`src/rtl/decomp_block_ctrl.sv`:
```
// decomp_block_ctrl: sequences the decompressor datapath over packed blocks
// of one 2-bit-code header word followed by byte-packed payload words.

module decompressor (
  input  logic [31:0] i_decomp_in,
  input  logic [1:0]  i_bitmap,
  output logic [31:0] o_decomp_out
);

  // 01/10 payloads are sign-extended narrow values, 11 is a raw word
  always_comb begin
    o_decomp_out = 32'h0;
    unique case (1'b1)
      (i_bitmap == 2'b01):
        o_decomp_out = {{24{i_decomp_in[7]}}, i_decomp_in[7:0]};
      (i_bitmap == 2'b10):
        o_decomp_out = {{16{i_decomp_in[15]}}, i_decomp_in[15:0]};
      (i_bitmap == 2'b11):
        o_decomp_out = i_decomp_in;
      default:
        o_decomp_out = 32'h0;
    endcase
  end

endmodule

module decomp_block_ctrl #(
  parameter int CODES_PER_HDR = 16
) (
  input  logic        clk,
  input  logic        rst_n,
  input  logic [31:0] in_data,
  input  logic        in_valid,
  output logic        in_ready,
  output logic [31:0] out_data,
  output logic        out_valid,
  input  logic        out_ready,
  output logic        block_done
);

  typedef enum logic {
    S_HDR  = 1'b0,
    S_EMIT = 1'b1
  } state_t;

  state_t      r_state;
  state_t      w_state_nx;
  logic [31:0] r_hdr;
  logic [3:0]  r_idx;
  logic [3:0]  r_cnt;
  logic [4:0]  r_wleft;
  logic [63:0] r_buf;
  logic [31:0] r_out_data;
  logic        r_out_valid;
  logic        r_block_done;

  logic [6:0]  w_hdr_bytes;
  logic [6:0]  w_hdr_round;
  logic [4:0]  w_hdr_words;
  logic [1:0]  w_code;
  logic [3:0]  w_size;
  logic [3:0]  w_used;
  logic [3:0]  w_pos;
  logic [3:0]  w_cnt_nx;
  logic [63:0] w_shift;
  logic [63:0] w_app;
  logic [63:0] w_buf_nx;
  logic [31:0] w_dec;
  logic        w_can_fill;
  logic        w_fill;
  logic        w_hdr_acc;
  logic        w_emit;
  logic        w_last;

  function automatic logic [2:0] f_size(input logic [1:0] c);
    logic [2:0] s;
    s = 3'd0;
    unique case (1'b1)
      (c == 2'b01): s = 3'd1;
      (c == 2'b10): s = 3'd2;
      (c == 2'b11): s = 3'd4;
      default:      s = 3'd0;
    endcase
    return s;
  endfunction

  // payload length of an incoming header, in whole words
  always_comb begin
    w_hdr_bytes = 7'd0;
    for (int i = 0; i < CODES_PER_HDR; i++) begin
      w_hdr_bytes = w_hdr_bytes + {4'd0, f_size(in_data[2*i +: 2])};
    end
    w_hdr_round = w_hdr_bytes + 7'd3;
    w_hdr_words = w_hdr_round[6:2];
  end

  // handshake qualifiers and the shift-then-append byte buffer update
  always_comb begin
    w_code     = r_hdr[{r_idx, 1'b0} +: 2];
    w_size     = {1'b0, f_size(w_code)};
    w_can_fill = (r_state == S_EMIT) && (r_wleft != 5'd0)
                 && (r_cnt <= 4'd4);
    in_ready   = rst_n && ((r_state == S_HDR) || w_can_fill);
    w_fill     = in_valid && w_can_fill;
    w_hdr_acc  = in_valid && rst_n && (r_state == S_HDR);
    w_emit     = (r_state == S_EMIT) && (r_cnt >= w_size)
                 && (!r_out_valid || out_ready);
    w_last     = w_emit
                 && (r_idx == 4'(CODES_PER_HDR - 1));
    w_used     = w_emit ? w_size : 4'd0;
    w_pos      = r_cnt - w_used;
    w_shift    = r_buf >> {w_used, 3'b000};
    w_app      = {32'h0, in_data} << {w_pos, 3'b000};
    w_buf_nx   = w_fill ? (w_shift | w_app) : w_shift;
    w_cnt_nx   = w_pos + (w_fill ? 4'd4 : 4'd0);
  end

  decompressor u_decomp (
    .i_decomp_in  (r_buf[31:0]),
    .i_bitmap     (w_code),
    .o_decomp_out (w_dec)
  );

  // next-state: header starts a block, 16th emission ends it
  always_comb begin
    w_state_nx = r_state;
    unique case (r_state)
      S_HDR:  if (w_hdr_acc) w_state_nx = S_EMIT;
      S_EMIT: if (w_last)    w_state_nx = S_HDR;
      default: w_state_nx = S_HDR;
    endcase
  end

  // state register
  always_ff @(posedge clk or negedge rst_n) begin
    if (!rst_n) r_state <= S_HDR;
    else        r_state <= w_state_nx;
  end

  // block bookkeeping: header, code index, byte buffer, words to fetch
  always_ff @(posedge clk or negedge rst_n) begin
    if (!rst_n) begin
      r_hdr   <= 32'h0;
      r_idx   <= 4'd0;
      r_cnt   <= 4'd0;
      r_wleft <= 5'd0;
      r_buf   <= 64'h0;
    end else if (w_hdr_acc) begin
      r_hdr   <= in_data;
      r_idx   <= 4'd0;
      r_cnt   <= 4'd0;
      r_wleft <= w_hdr_words;
      r_buf   <= 64'h0;
    end else if (r_state == S_EMIT) begin
      if (w_last) begin
        r_cnt <= 4'd0;
        r_buf <= 64'h0;
      end else begin
        r_cnt <= w_cnt_nx;
        r_buf <= w_buf_nx;
      end
      if (w_emit) r_idx   <= r_idx + 4'd1;
      if (w_fill) r_wleft <= r_wleft - 5'd1;
    end
  end

  // output register: load on emission, drop valid once taken
  always_ff @(posedge clk or negedge rst_n) begin
    if (!rst_n) begin
      r_out_data   <= 32'h0;
      r_out_valid  <= 1'b0;
      r_block_done <= 1'b0;
    end else begin
      r_block_done <= w_last;
      if (w_emit) begin
        r_out_data  <= w_dec;
        r_out_valid <= 1'b1;
      end else if (out_ready) begin
        r_out_valid <= 1'b0;
      end
    end
  end

  assign out_data   = r_out_data;
  assign out_valid  = r_out_valid;
  assign block_done = r_block_done;

endmodule
```
`config.mk`:
```
export PLATFORM = sky130hd
export DESIGN_NAME = decomp_block_ctrl
export DESIGN_NICKNAME = d
export VERILOG_FILES = /design/src/rtl/decomp_block_ctrl.sv
export SDC_FILE = /design/constraint.sdc
export NUM_CORES = 1
export LEC_CHECK = 0
export ABC_AREA = 1
export BUFFER_PORTS_ARGS = -buffer_cell sky130_fd_sc_hd__buf_4
export CAP_MARGIN = 10
export CORE_ASPECT_RATIO = 0.9
export CORE_MARGIN = 10
export CORE_UTILIZATION = 25
export DETAILED_ROUTE_END_ITERATION = 8
export PLACE_DENSITY = 0.44
export SLEW_MARGIN = 25
export SYNTH_ARGS = -nofsm -noshare
export SYNTH_HDL_FRONTEND = slang
export SYNTH_SLANG_ARGS = --single-unit
```
`constraint.sdc`:
```
create_clock -name clk -period 6.45 [get_ports clk]
set_clock_uncertainty 0.15 [all_clocks]
set_input_delay 0.645 -clock clk [delete_from_list [all_inputs] [get_ports clk]]
set_output_delay 0.645 -clock clk [all_outputs]
set_load 0.02 [all_outputs]
```
== Yosys cells after proc, flatten, opt, wreduce, memory -nomap -nowiden ==
Cells that the tools add are included.

* Word-level logic and storage cells: 145
* Register bits: 144
* Output and inout port bits: 35

* Mux-type cells: 38
* Shift operators: 3
* Bitwise gates (word level): 2
* Equal/unequal tests: 52
* $lt $le $gt $ge: 2
* Add/subtract/negate cells: 20
* Reduce and logical (&&, ||, !) cells: 19

{| class="wikitable"
|+ Operator list
! operator !! count
|-
| $mux 64 || 4
|-
| $pmux 3 s3 || 17
|-
| $pmux 32 s3 || 1
|-
| $add 7x3->7 || 11
|-
| $eq 2x2->1 const B || 34
|-
| $or 64x64->64 || 1
|-
| $shl 32x7->64 || 1
|-
| $shr 64x6->64 || 1
|-
| $eq 2x1->1 const B || 17
|-
| $shiftx 32x6->2 || 1
|-
| $mux 4 || 6
|-
| $mux 5 || 3
|-
| $logic_and 1x1->1 || 9
|-
| $reduce_bool 2->1 || 4
|-
| $add 6x3->7 || 1
|-
| $add 7x2->7 const B || 1
|-
| $add 5x3->6 || 1
|-
| $mux 3 || 2
|-
| $add 4x3->5 || 1
|-
| $reduce_bool 5->1 || 1
|-
| $sub 5x1->5 const B || 1
|-
| $add 3x3->4 || 1
|-
| $add 4x1->4 const B || 1
|-
| $add 4x3->4 || 1
|-
| 10 further kinds || 15
|}

== Logic depth before layout (Yosys ltp) ==
Gate-level depths: netlist of the first run.

* Word-level depth: 19
* Depth in mapped cells: 34
* Gate-level depth less buffers: 30

== Hierarchy ==
From an unflattened synthesis of the first run, not the netlist that was laid out.

* Cells, all modules: 1,654
* Area total of the unflattened synthesis: 11,204.5 µm²

{| class="wikitable"
|+ Modules (own cells, without submodules)
! module !! seq. area each (µm²) !! area each (µm²) !! times used !! cells an instance
|-
| decomp_block_ctrl || 3,603.5 || 10,789.1 || 1 || 1,577
|-
| decompressor || 0.0 || 415.4 || 1 || 77
|}

== Worst setup path before layout of the first run ==
No wires, ideal clock.

* Kind: input port to flip-flop
* From: in in_data[31]
* To: reg r_wleft[1]
* Arrival: 4,863 ps
* Path slack: 1,311 ps
* Library setup time: 126 ps
* Buffers on the path: 0
* Cell stages on the path: 18
* Path through: inv_1 -> nor2_1 -> fa_1 -> inv_1 -> fa_1 -> fa_1 -> inv_1 -> fa_1 -> inv_1 -> fa_1 -> fa_1 -> nor3b_1 -> fa_1 -> or2_2 -> nand3_1 -> o21ai_0 -> nand2_1 -> o21ai_0

* Longest elaborated chain between the ends: 5

{| class="wikitable"
|+ Ends and longest elaborated chain
! item !! line !! source
|-
| from (decl) || 32 || <nowiki>input logic [31:0] in_data,</nowiki>
|-
| $eq 2x2->1, or another cell as far along || 81 || <nowiki>(c == 2'b11): s = 3'd4;</nowiki>
|-
| $pmux 3 s3 (*) || 78 || <nowiki>unique case (1'b1)</nowiki>
|-
| $add 7x3->7 (*) || 91 || <nowiki>w_hdr_bytes = w_hdr_bytes + {4'd0, f_size(in_data[2*i +: 2])};</nowiki>
|-
| $add 7x2->7 (*) || 93 || <nowiki>w_hdr_round = w_hdr_bytes + 7'd3;</nowiki>
|-
| $mux 5 (*) || 148 || <nowiki>end else if (w_hdr_acc) begin</nowiki>
|-
| to (signal assigned) || 152 || <nowiki>r_wleft <= w_hdr_words;</nowiki>
|-
| to (signal assigned) || 163 || <nowiki>if (w_fill) r_wleft <= r_wleft - 5'd1;</nowiki>
|-
| to (decl) || 51 || <nowiki>logic [4:0] r_wleft;</nowiki>
|}

Every way passes the cells marked *; elsewhere a longest branch is shown, timed or not.
A chain may end at the register's enable or synchronous reset.

== Final worst setup path of the first run ==
* From: reg r_idx[0]
* To: reg r_buf[50]

* Longest elaborated chain between the ends: 14

{| class="wikitable"
|+ Ends and longest elaborated chain
! item !! line !! source
|-
| from (decl) || 49 || <nowiki>logic [3:0] r_idx;</nowiki>
|-
| from (signal assigned) || 162 || <nowiki>if (w_emit) r_idx <= r_idx + 4'd1;</nowiki>
|-
| $shiftx 32x6->2 || 99 || <nowiki>w_code = r_hdr[{r_idx, 1'b0} +: 2];</nowiki>
|-
| $eq 2x2->1, or another cell as far along || 81 ||
|-
| $pmux 3 s3 || 78 ||
|-
| $ge 4x3->1 || 106 || <nowiki>w_emit = (r_state == S_EMIT) && (r_cnt >= w_size)</nowiki>
|-
| $logic_and 1x1->1 || 106 ||
|-
| $logic_and 1x1->1 || 107 || <nowiki>&& (!r_out_valid || out_ready);</nowiki>
|-
| $mux 3 || 110 || <nowiki>w_used = w_emit ? w_size : 4'd0;</nowiki>
|-
| $sub 4x3->4 || 111 || <nowiki>w_pos = r_cnt - w_used;</nowiki>
|-
| $shl 32x7->64 || 113 || <nowiki>w_app = {32'h0, in_data} << {w_pos, 3'b000};</nowiki>
|-
| $or 64x64->64 || 114 || <nowiki>w_buf_nx = w_fill ? (w_shift | w_app) : w_shift;</nowiki>
|-
| $mux 64 || 114 ||
|-
| $mux 64 (*) || 155 || <nowiki>if (w_last) begin</nowiki>
|-
| $mux 64 (*) || 154 || <nowiki>end else if (r_state == S_EMIT) begin</nowiki>
|-
| $mux 64 (*) || 148 ||
|-
| to (signal assigned) || 160 || <nowiki>r_buf <= w_buf_nx;</nowiki>
|-
| to (decl) || 52 || <nowiki>logic [63:0] r_buf;</nowiki>
|}

Every way passes the cells marked *; elsewhere a longest branch is shown, timed or not. The select of a mux whose other input is x is not followed.

==> impl_metrics.ini, run 1 <==
[layout]
area_growth_pct = 15.44
drive_above_1_share = 0.09720
final-seq-area_mm2 = 0.003603
final_area_mm2 = 0.01277
fin_nets = 1765
multi_input_area_mm2 = 0.006218
fill_cells = 4869
n_antenna_cell = 0

[synth]
yosysSeqAreaShare = 0.3257
synthSimpleGateAreaFrac = 0.3275
async_flop_share = 1.000
synthesis.nets = 1744
yosys-top-cells-count = nand2_1 (547), inv_1 (201), dfrtp_1 (144)
synthMuxAreaShare = 0.001018
dominantRegCellSynth = dfrtp_1
synth-edff-count = 0
synthCells = 1644
synth_compound_area_frac = 0.1233
netlist.area_leader.share = 0.3257
synth_top_family_by_area = simple AND/OR/NAND/NOR gates
synthTopCellsByArea = dfrtp_1 (33%), nand2_1 (19%), fa_1 (7.6%), inv_1 (6.8%), o21ai_0 (6.5%)
syn_area_mm2 = 0.01106
yosysMostFrequentCell = nand2_1
synth_adder_area_share = 0.1009
synth_warnings = 0
ys_types = 43
synthXorXnorAreaFrac = 0.007916
syn_area_per_cell_um2 = 6.730
yosysTopAreaCell = dfrtp_1
ys_ff_latch = 144

[placed_design]
placedInstanceArea_mm2 = 0.01212
place.gp.congestion = 0.8833
io_buffers = 70
hpwl_um = 29670

[routing]
drt_wl_total_um = 40820
drc = 0
dr_total_vias = 10850
dr.first_iter.drc_count = 889
avgRoutedWirePerCell_um = 17.93
vias_per_cell = 4.766
first_pass_iters = 6
ant_nets = 0

[min_path]
worstHoldPathType = in -> reg

[run_status]
status = completed

[cts]
cts_made_buffers = 17
clk-insertion-delay-late_ns = 0.44
cts_buffer_depth = 2
cts_resized = 0
h-tree-depth = 4
cts_tree = built
clock_sink_count = 144
cts_root_buf = clkbuf_16
path_clk_slew_ns = 0.06

[floorplan]
initial_core_util = 0.2518
core-area_mm2 = 0.04393
die_width_um = 241.8
dieArea_mm2 = 0.05308
die_h_um = 219.6
std_cell_rows = 73
io_pins = 71

[timing]
fin_tns_setup_ns = 0
fmax_mhz = 187.5
worst_slew_pin_slew_ns = 1.047
fin_crit_ns = 5.332
finalMaxSlewViolations = 0
final_hold_viol_count = 0
rsz0062_at_grt = false
slew_headroom = 0.3022
post-route-period-util = 0.8267
setup_viol = 0

[grt]
grt_pass1_vias = 11030
globalRouteOverflowTotal = 0
grt_usage = 0.1552
antenna_found_initial = 0
grt_max_degree = 63
grt_pass1_wl_um = 65140

[worst_setup_path]
endpoint_kind = flip-flop
required_ns = 6.66
worstPathArrival_ns = 5.54
start_kind = flip-flop
crit_fanout = 48
worst-setup-path-type = reg -> reg

[flow_run]
maxCapViolations = 0
==> flip-flops by register name, indices dropped and copies added (netlist names) <==
name and flops:
block_done 1, out_valid 1, r_buf 64, r_cnt 4
r_state 1, r_wleft 5, r_idx 4, r_hdr 32
out_data 32
==> metal layers <==
| metal | wire length [µm] | track usage |
|---|---|---|
| met2 | 19340 | 0.2624 |
| met3 | 1761 | 0.02046 |
| met4 | 735 | 0.04021 |
| met5 | 0 | 0 |
| met1 | 18980 | 0.2061 |
==> layout by cell type, fill, tap and decap left out, types with 3 or more instances in the layout <==
cell type   count
bufinv_16       5
clkinv_2        3
o21ai_0       143
o22ai_1         4
clkbuf_16      17
inv_1         201
nor2_1        109
a22oi_1         3
ha_1           22
nand3_1       137
o211ai_1       11
fa_1           42
o21bai_1        3
xor2_1          4
dfrtp_1       144
clkinvlp_4      3
a21oi_1        44
nor2_4          3
nand2_1       547
a32oi_1         8
inv_2          12
nand4_1        41
nand2_4         4
o21ai_1        24
nor3_1          9
xnor2_1         6
or2_2           6
a211oi_1        4
buf_4          95
==> layout make-up <==
class,instances,share of cell area
Clock buffer,17,0.03331
Multi-Input combinational cell,1190,0.4869
Timing Repair Buffer,98,0.05907
Clock inverter,14,0.01675
Tap cell,600,0.05878
Inverter,214,0.06309
Sequential cell,144,0.2821
==> final timing paths <==
path	start	to	slack [ns]	depth (start not counted)
setup / recovery	r_idx[0]$_DFFE_PN0P_	r_buf[50]$_DFFE_PN0P_	1.12	24
hold / removal	out_ready	out_valid$_DFFE_PN0P_	0.25	2
setup reg to reg	r_idx[0]$_DFFE_PN0P_	r_buf[50]$_DFFE_PN0P_	1.12	24
hold reg to reg	r_buf[1]$_DFFE_PN0P_	r_buf[1]$_DFFE_PN0P_	0.33	2
max in group asynchronous	rst_n	r_idx[1]$_DFFE_PN0P_	4.48	3
min in group asynchronous	rst_n	out_data[17]$_DFFE_PN0N_	0.54	2
==> logic make-up (layout without fill, tap and decap cells) <==
logic type,count (synthesis),after routing
flip-flops,144,144
buffers and inverters,310,343
adder cells (fa/ha/maj),64,64
multiplexers,1,1
AND/OR/NAND/NOR,864,864
XOR/XNOR,10,10
AO/OA/AOI/OAI,251,251
==> critical path: stages, from the launching register on <==
cell     delay, ns
dfrtp_1       0.83
inv_2         0.26
nand2_1       0.11
nand3_1       0.07
nand3_1       0.13
nand3_1       0.13
nand2_4       0.19
nand2_1       0.12
ha_1          0.30
inv_1         0.04
nor2_1        0.07
o21ai_0       0.07
nand3_1       0.07
nand2_1       0.09
nor2_4        0.11
nand3_2       0.09
inv_2         0.31
ha_1          0.33
fa_1          0.52
buf_12        0.22
o21ai_0       0.42
o21ai_0       0.14
nor2_1        0.21
o21ai_0       0.12
nor2_1        0.12
==> through the flow <==
stage	setup slack, ns	instances	util	hold WS, ns
6_report	1.118	2277	0.2907	0.2503
2_1_floorplan	1.311	1644	-	0.1994
5_1_grt	0.6875	2277	0.2907	0.2643
3_3_place_gp	0.9014	2245	0.2759	0.3148
3_5_place_dp	0.8431	2245	0.2759	0.3149
4_1_cts	1.173	2277	0.2907	0.2360
==> repair_timing <==
item,in CTS,in global routing
hold buffers,1,0
endpoints found under the hold margin,25,0
setup buffers,0,0
Power of run 1 is left out: the tool's default activity adds up to more than one toggle a clock period on the data nets, which glitch-free logic cannot reach.
==> inputs of run 2 (changes only) <==
Clock period 6.45 ns to 5.5 ns, I/O delays scaled along.
==> run 2 against run 1 <==
  * Sequential share of layout area rose by 0.11 points
  * Register-to-register slack got worse by 0.61 ns
  * Worst hold slack got worse by 0.088 ns
  * Routed wire length fell by 0.77%
  * Fmax rose by 6.9%
  * Highest routed layer unchanged
==> impl_metrics.ini, run 2 (synthesis results as in run 1) <==
[run_status]
status = completed

[routing]
first_pass_iters = 5
highest_layer = met4
dr_wl_met3_um = 1397
vias_per_cell = 4.735
drt_wl_total_um = 40500
wl_met2_um = 19340
avgRoutedWirePerCell_um = 17.76
ant_nets = 0
drc = 0
dr_total_vias = 10800
drt-met1-wl_um = 19100
dr.first_iter.drc_count = 844

[timing]
slew_headroom = 0.3941
fin_tns_setup_ns = 0
post-route-period-util = 0.9072
finalMaxSlewViolations = 0
final_hold_viol_count = 0
worst_slew_pin_slew_ns = 0.9088
fmax_mhz = 200.4
fin_crit_ns = 4.990
rsz0062_at_grt = false
setup_viol = 0

[cts]
cts_root_buf = clkbuf_16
cts_buffer_depth = 2
path_clk_slew_ns = 0.07
h-tree-depth = 4
cts_setup_buffers = 0
clk-insertion-delay-late_ns = 0.44
cts_made_buffers = 17
cts_tree = built
clock_sink_count = 144

[grt]
globalRouteOverflowTotal = 0
grt_usage = 0.1516
grt_max_degree = 65
grt_pass1_wl_um = 63580
antenna_found_initial = 0
grt_pass1_vias = 10760

[min_path]
worstHoldPathType = in -> reg

[flow_run]
maxCapViolations = 0

[layout]
regMostFlops = r_buf
final_cell_mix = nand2_1 (547), inv_1 (201), dfrtp_1 (144)
largest_register_ffs = 64
area_growth_pct = 14.97
drive_above_1_share = 0.09821
fin_nets = 1768
n_antenna_cell = 0
final_common_cell = nand2_1

[worst_setup_path]
crit_fanout = 41
slowest_stage = fa_1
crit_top_cell = nand3_1
required_ns = 5.65
worstPathArrival_ns = 5.14
crit_chain = inv_1 -> nand3_1 -> nand3_1 -> nand3_1 -> nand2_4 -> nand2_1 -> ha_1 -> inv_1 -> nor2_1 -> o21ai_0 -> nand3_1 -> nand2_1 -> nor2_4 -> nand3_2 -> inv_2 -> ha_1 -> fa_1 -> buf_6 -> o21ai_0 -> a22oi_1 -> nand3_1 -> nand2_1 -> nor2_1
endpoint_kind = flip-flop
start_kind = flip-flop
worst-setup-path-type = reg -> reg
max_stage_delay_ns = 0.72

[placed_design]
place.gp.congestion = 0.8886
hpwl_um = 29520
io_buffers = 70

[floorplan]
initial_core_util = 0.2518
die_h_um = 219.6
dieArea_mm2 = 0.05308
std_cell_rows = 73
core-area_mm2 = 0.04393
io_pins = 71
die_width_um = 241.8
## run 2: critical path, delay by kind of cell, from the launching register on
kind | cells | cell delay, ns
and+or+nand+nor | 13 | 1.49
adders and majority gates | 3 | 1.33
buffers and inverters | 4 | 0.81
AOI/OAI and AO/OA | 3 | 0.59
DFF | 1 | 0.45
## run 2: what timing repair did
item | CTS | global route
hold buffers | 1 | 0
endpoints found under the hold margin | 24 | 0
gates resized for setup | 0 | 1
endpoints found under the setup margin | 0 | 1
## run 2: per-stage QoR
step	worst slack [ns]	utilization	cells	hold WS [ns]	area, µm²
2_1_floorplan	0.4558	-	1644	0.1044	11060
3_3_place_gp	0.08852	0.2761	2248	0.2892	12130
3_5_place_dp	0.03167	0.2761	2248	0.2920	12130
4_1_cts	0.4005	0.2895	2280	0.1518	12720
5_1_grt	0.1081	0.2896	2280	0.1553	12720
6_report	0.5105	0.2896	2280	0.1619	12720
## run 2: path summary, 6_finish.rpt
path | cells after the start | startpoint | slack (ns) | endpoint
setup reg to reg | 23 | r_idx[1]$_DFFE_PN0P_ | 0.51 | r_buf[26]$_DFFE_PN0P_
hold reg to reg | 2 | r_buf[3]$_DFFE_PN0P_ | 0.33 | r_buf[3]$_DFFE_PN0P_
min in group asynchronous | 2 | rst_n | 0.40 | r_buf[7]$_DFFE_PN0P_
setup / recovery | 23 | r_idx[1]$_DFFE_PN0P_ | 0.51 | r_buf[26]$_DFFE_PN0P_
hold / removal | 2 | out_ready | 0.16 | out_valid$_DFFE_PN0P_
max in group asynchronous | 3 | rst_n | 3.59 | r_idx[3]$_DFFE_PN0P_
## run 2: layout make-up
type / instances / area (µm²)
Multi-Input combinational cell: 1190 / 6215
Clock inverter: 13 / 138.9
Tap cell: 600 / 750.7
Fill cell: 4884 / 31210
Sequential cell: 144 / 3603
Timing Repair Buffer: 101 / 768.2
Inverter: 214 / 805.8
Clock buffer: 18 / 439.2
## run 2: layer usage
layer,track usage,vias up
met3,0.01573,33
met4,0.03874,0
met5,0,-
met1,0.2023,5269
li1,-,5263
met2,0.2584,231
Power of run 2 is left out for the same reason.
==> inputs of run 3 (changes only) <==
Settings changed: CORE_MARGIN 10 to 4, PLACE_DENSITY 0.44 to not set, PLACE_DENSITY_LB_ADDON set to 0.25.
==> run 3 against run 2 <==
  * Die area is 10% lower
  * Core utilization is 0.44 points higher
  * Register-to-register slack worse by 0.03 ns
  * Global-route usage is 1.2 points higher
  * Final cell count is 0.31% lower
  * Sequential share of layout area hardly changed
  * Final area is 0.12% higher
  * Non-clock buffer count is 2 higher
  * Fmax is 0.63% lower
  * Critical path type unchanged
  * Clock-buffer cell count is 2 higher
==> impl_metrics.ini, run 3 (synthesis results as in run 1) <==
[cts]
h-tree-depth = 4
cts_root_buf = clkbuf_16
cts_buffer_depth = 2
cts_tree = built
clock_sink_count = 144
clk-insertion-delay-late_ns = 0.44
cts_made_buffers = 17
path_clk_slew_ns = 0.07

[timing]
post-route-period-util = 0.9130
fmax_mhz = 199.1
fin_crit_ns = 5.021
finalMaxSlewViolations = 0
fin_tns_setup_ns = 0
setup_viol = 0
slew_headroom = 0.5333
worst_slew_pin_slew_ns = 0.7000
final_hold_viol_count = 0
rsz0062_at_grt = false

[layout]
fill_cells = 4799
n_antenna_cell = 0
fin_nets = 1770
drive_above_1_share = 0.09994
final_common_cell = nand2_1
final_cell_mix = nand2_1 (547), inv_1 (199), dfrtp_1 (144)
largest_register_ffs = 64
area_growth_pct = 15.11
regMostFlops = r_buf

[grt]
grt_max_degree = 72
grt_pass1_vias = 10920
grt_pass1_wl_um = 61780
globalRouteOverflowTotal = 0
grt_usage = 0.1637
antenna_found_initial = 0

[floorplan]
core-area_mm2 = 0.04333
std_cell_rows = 72
io_pins = 71
dieArea_mm2 = 0.04769
initial_core_util = 0.2553
die_h_um = 207.6
die_width_um = 229.8

[routing]
ant_nets = 0
drc = 0
dr_total_vias = 10770
first_pass_iters = 7
drt_wl_total_um = 38840
dr.first_iter.drc_count = 985
vias_per_cell = 4.738
avgRoutedWirePerCell_um = 17.09

[worst_setup_path]
worstPathArrival_ns = 5.24
max_stage_delay_ns = 0.50
required_ns = 5.72
slowest_stage = inv_1
crit_top_cell = nand2_1
path_delay_family = simple AND/OR/NAND/NOR gates
critPathBufInv = 7
start_kind = flip-flop
worst-setup-path-type = reg -> reg
crit_fanout = 19
endpoint_kind = flip-flop

[min_path]
worstHoldPathType = in -> reg

[placed_design]
hpwl_um = 28060
io_buffers = 70
place.gp.congestion = 0.8362

[flow_run]
maxCapViolations = 0

[run_status]
status = completed
## run 3: through the flow
stage	utilization	std cells	setup WS (ns)	cell area, µm²	hold WS (ns)
after floorplan	-	1644	0.4558	11060	0.1044
after global placement	0.2796	2238	0.1010	12120	0.3139
after detailed placement	0.2796	2238	0.09669	12120	0.3148
after CTS	0.2925	2269	0.2150	12670	0.1490
after global routing	0.2939	2273	0.01652	12740	0.1542
final	0.2939	2273	0.4786	12740	0.1624
## run 3: path summary, 6_finish.rpt
check,slack (ns),start,endpoint,cells after the start
worst max-delay path,0.48,r_idx[0]$_DFFE_PN0P_,r_buf[43]$_DFFE_PN0P_,28
worst min-delay path,0.16,out_ready,out_valid$_DFFE_PN0P_,2
worst max register to register,0.48,r_idx[0]$_DFFE_PN0P_,r_buf[43]$_DFFE_PN0P_,28
worst min register to register,0.33,r_buf[15]$_DFFE_PN0P_,r_buf[15]$_DFFE_PN0P_,2
max in group asynchronous,3.65,rst_n,out_data[11]$_DFFE_PN0N_,3
min in group asynchronous,0.46,rst_n,r_hdr[8]$_DFFE_PN0P_,2
## run 3: layer usage
metal | share of wire | GRT usage
met1 | 0.45 | 0.2193
met3 | 0.046 | 0.02621
met2 | 0.47 | 0.2699
met4 | 0.026 | 0.05547
met5 | 0 | 0
## run 3: worst reg2reg max path: cells and delay by family (launching register included)
family | cells | cell delay (ns)
fa+ha+maj | 2 | 0.61
compound gates | 3 | 0.50
flops | 1 | 0.38
xor+xnor | 1 | 0.18
simple gates | 15 | 1.70
buf+inv | 7 | 1.42
## run 3: area by class of cell
cell class / count / area [µm²] / share of cell area
inverter: 214 / 815.8 / 0.06405
timing repair buffer: 103 / 807.0 / 0.06337
tap: 592 / 740.7 / 0.05816
clock inverter: 10 / 90.09 / 0.007073
multi-input combinational: 1190 / 6222 / 0.4886
sequential: 144 / 3603 / 0.2829
clock buffer: 20 / 456.7 / 0.03586
## run 3: repair_timing
item	in CTS	in global routing
resized for setup	0	9
hold endpoints to repair	41	0
setup buffers	0	4
setup endpoints to repair	0	54
hold buffers	1	0
Power of run 3 is left out for the same reason.
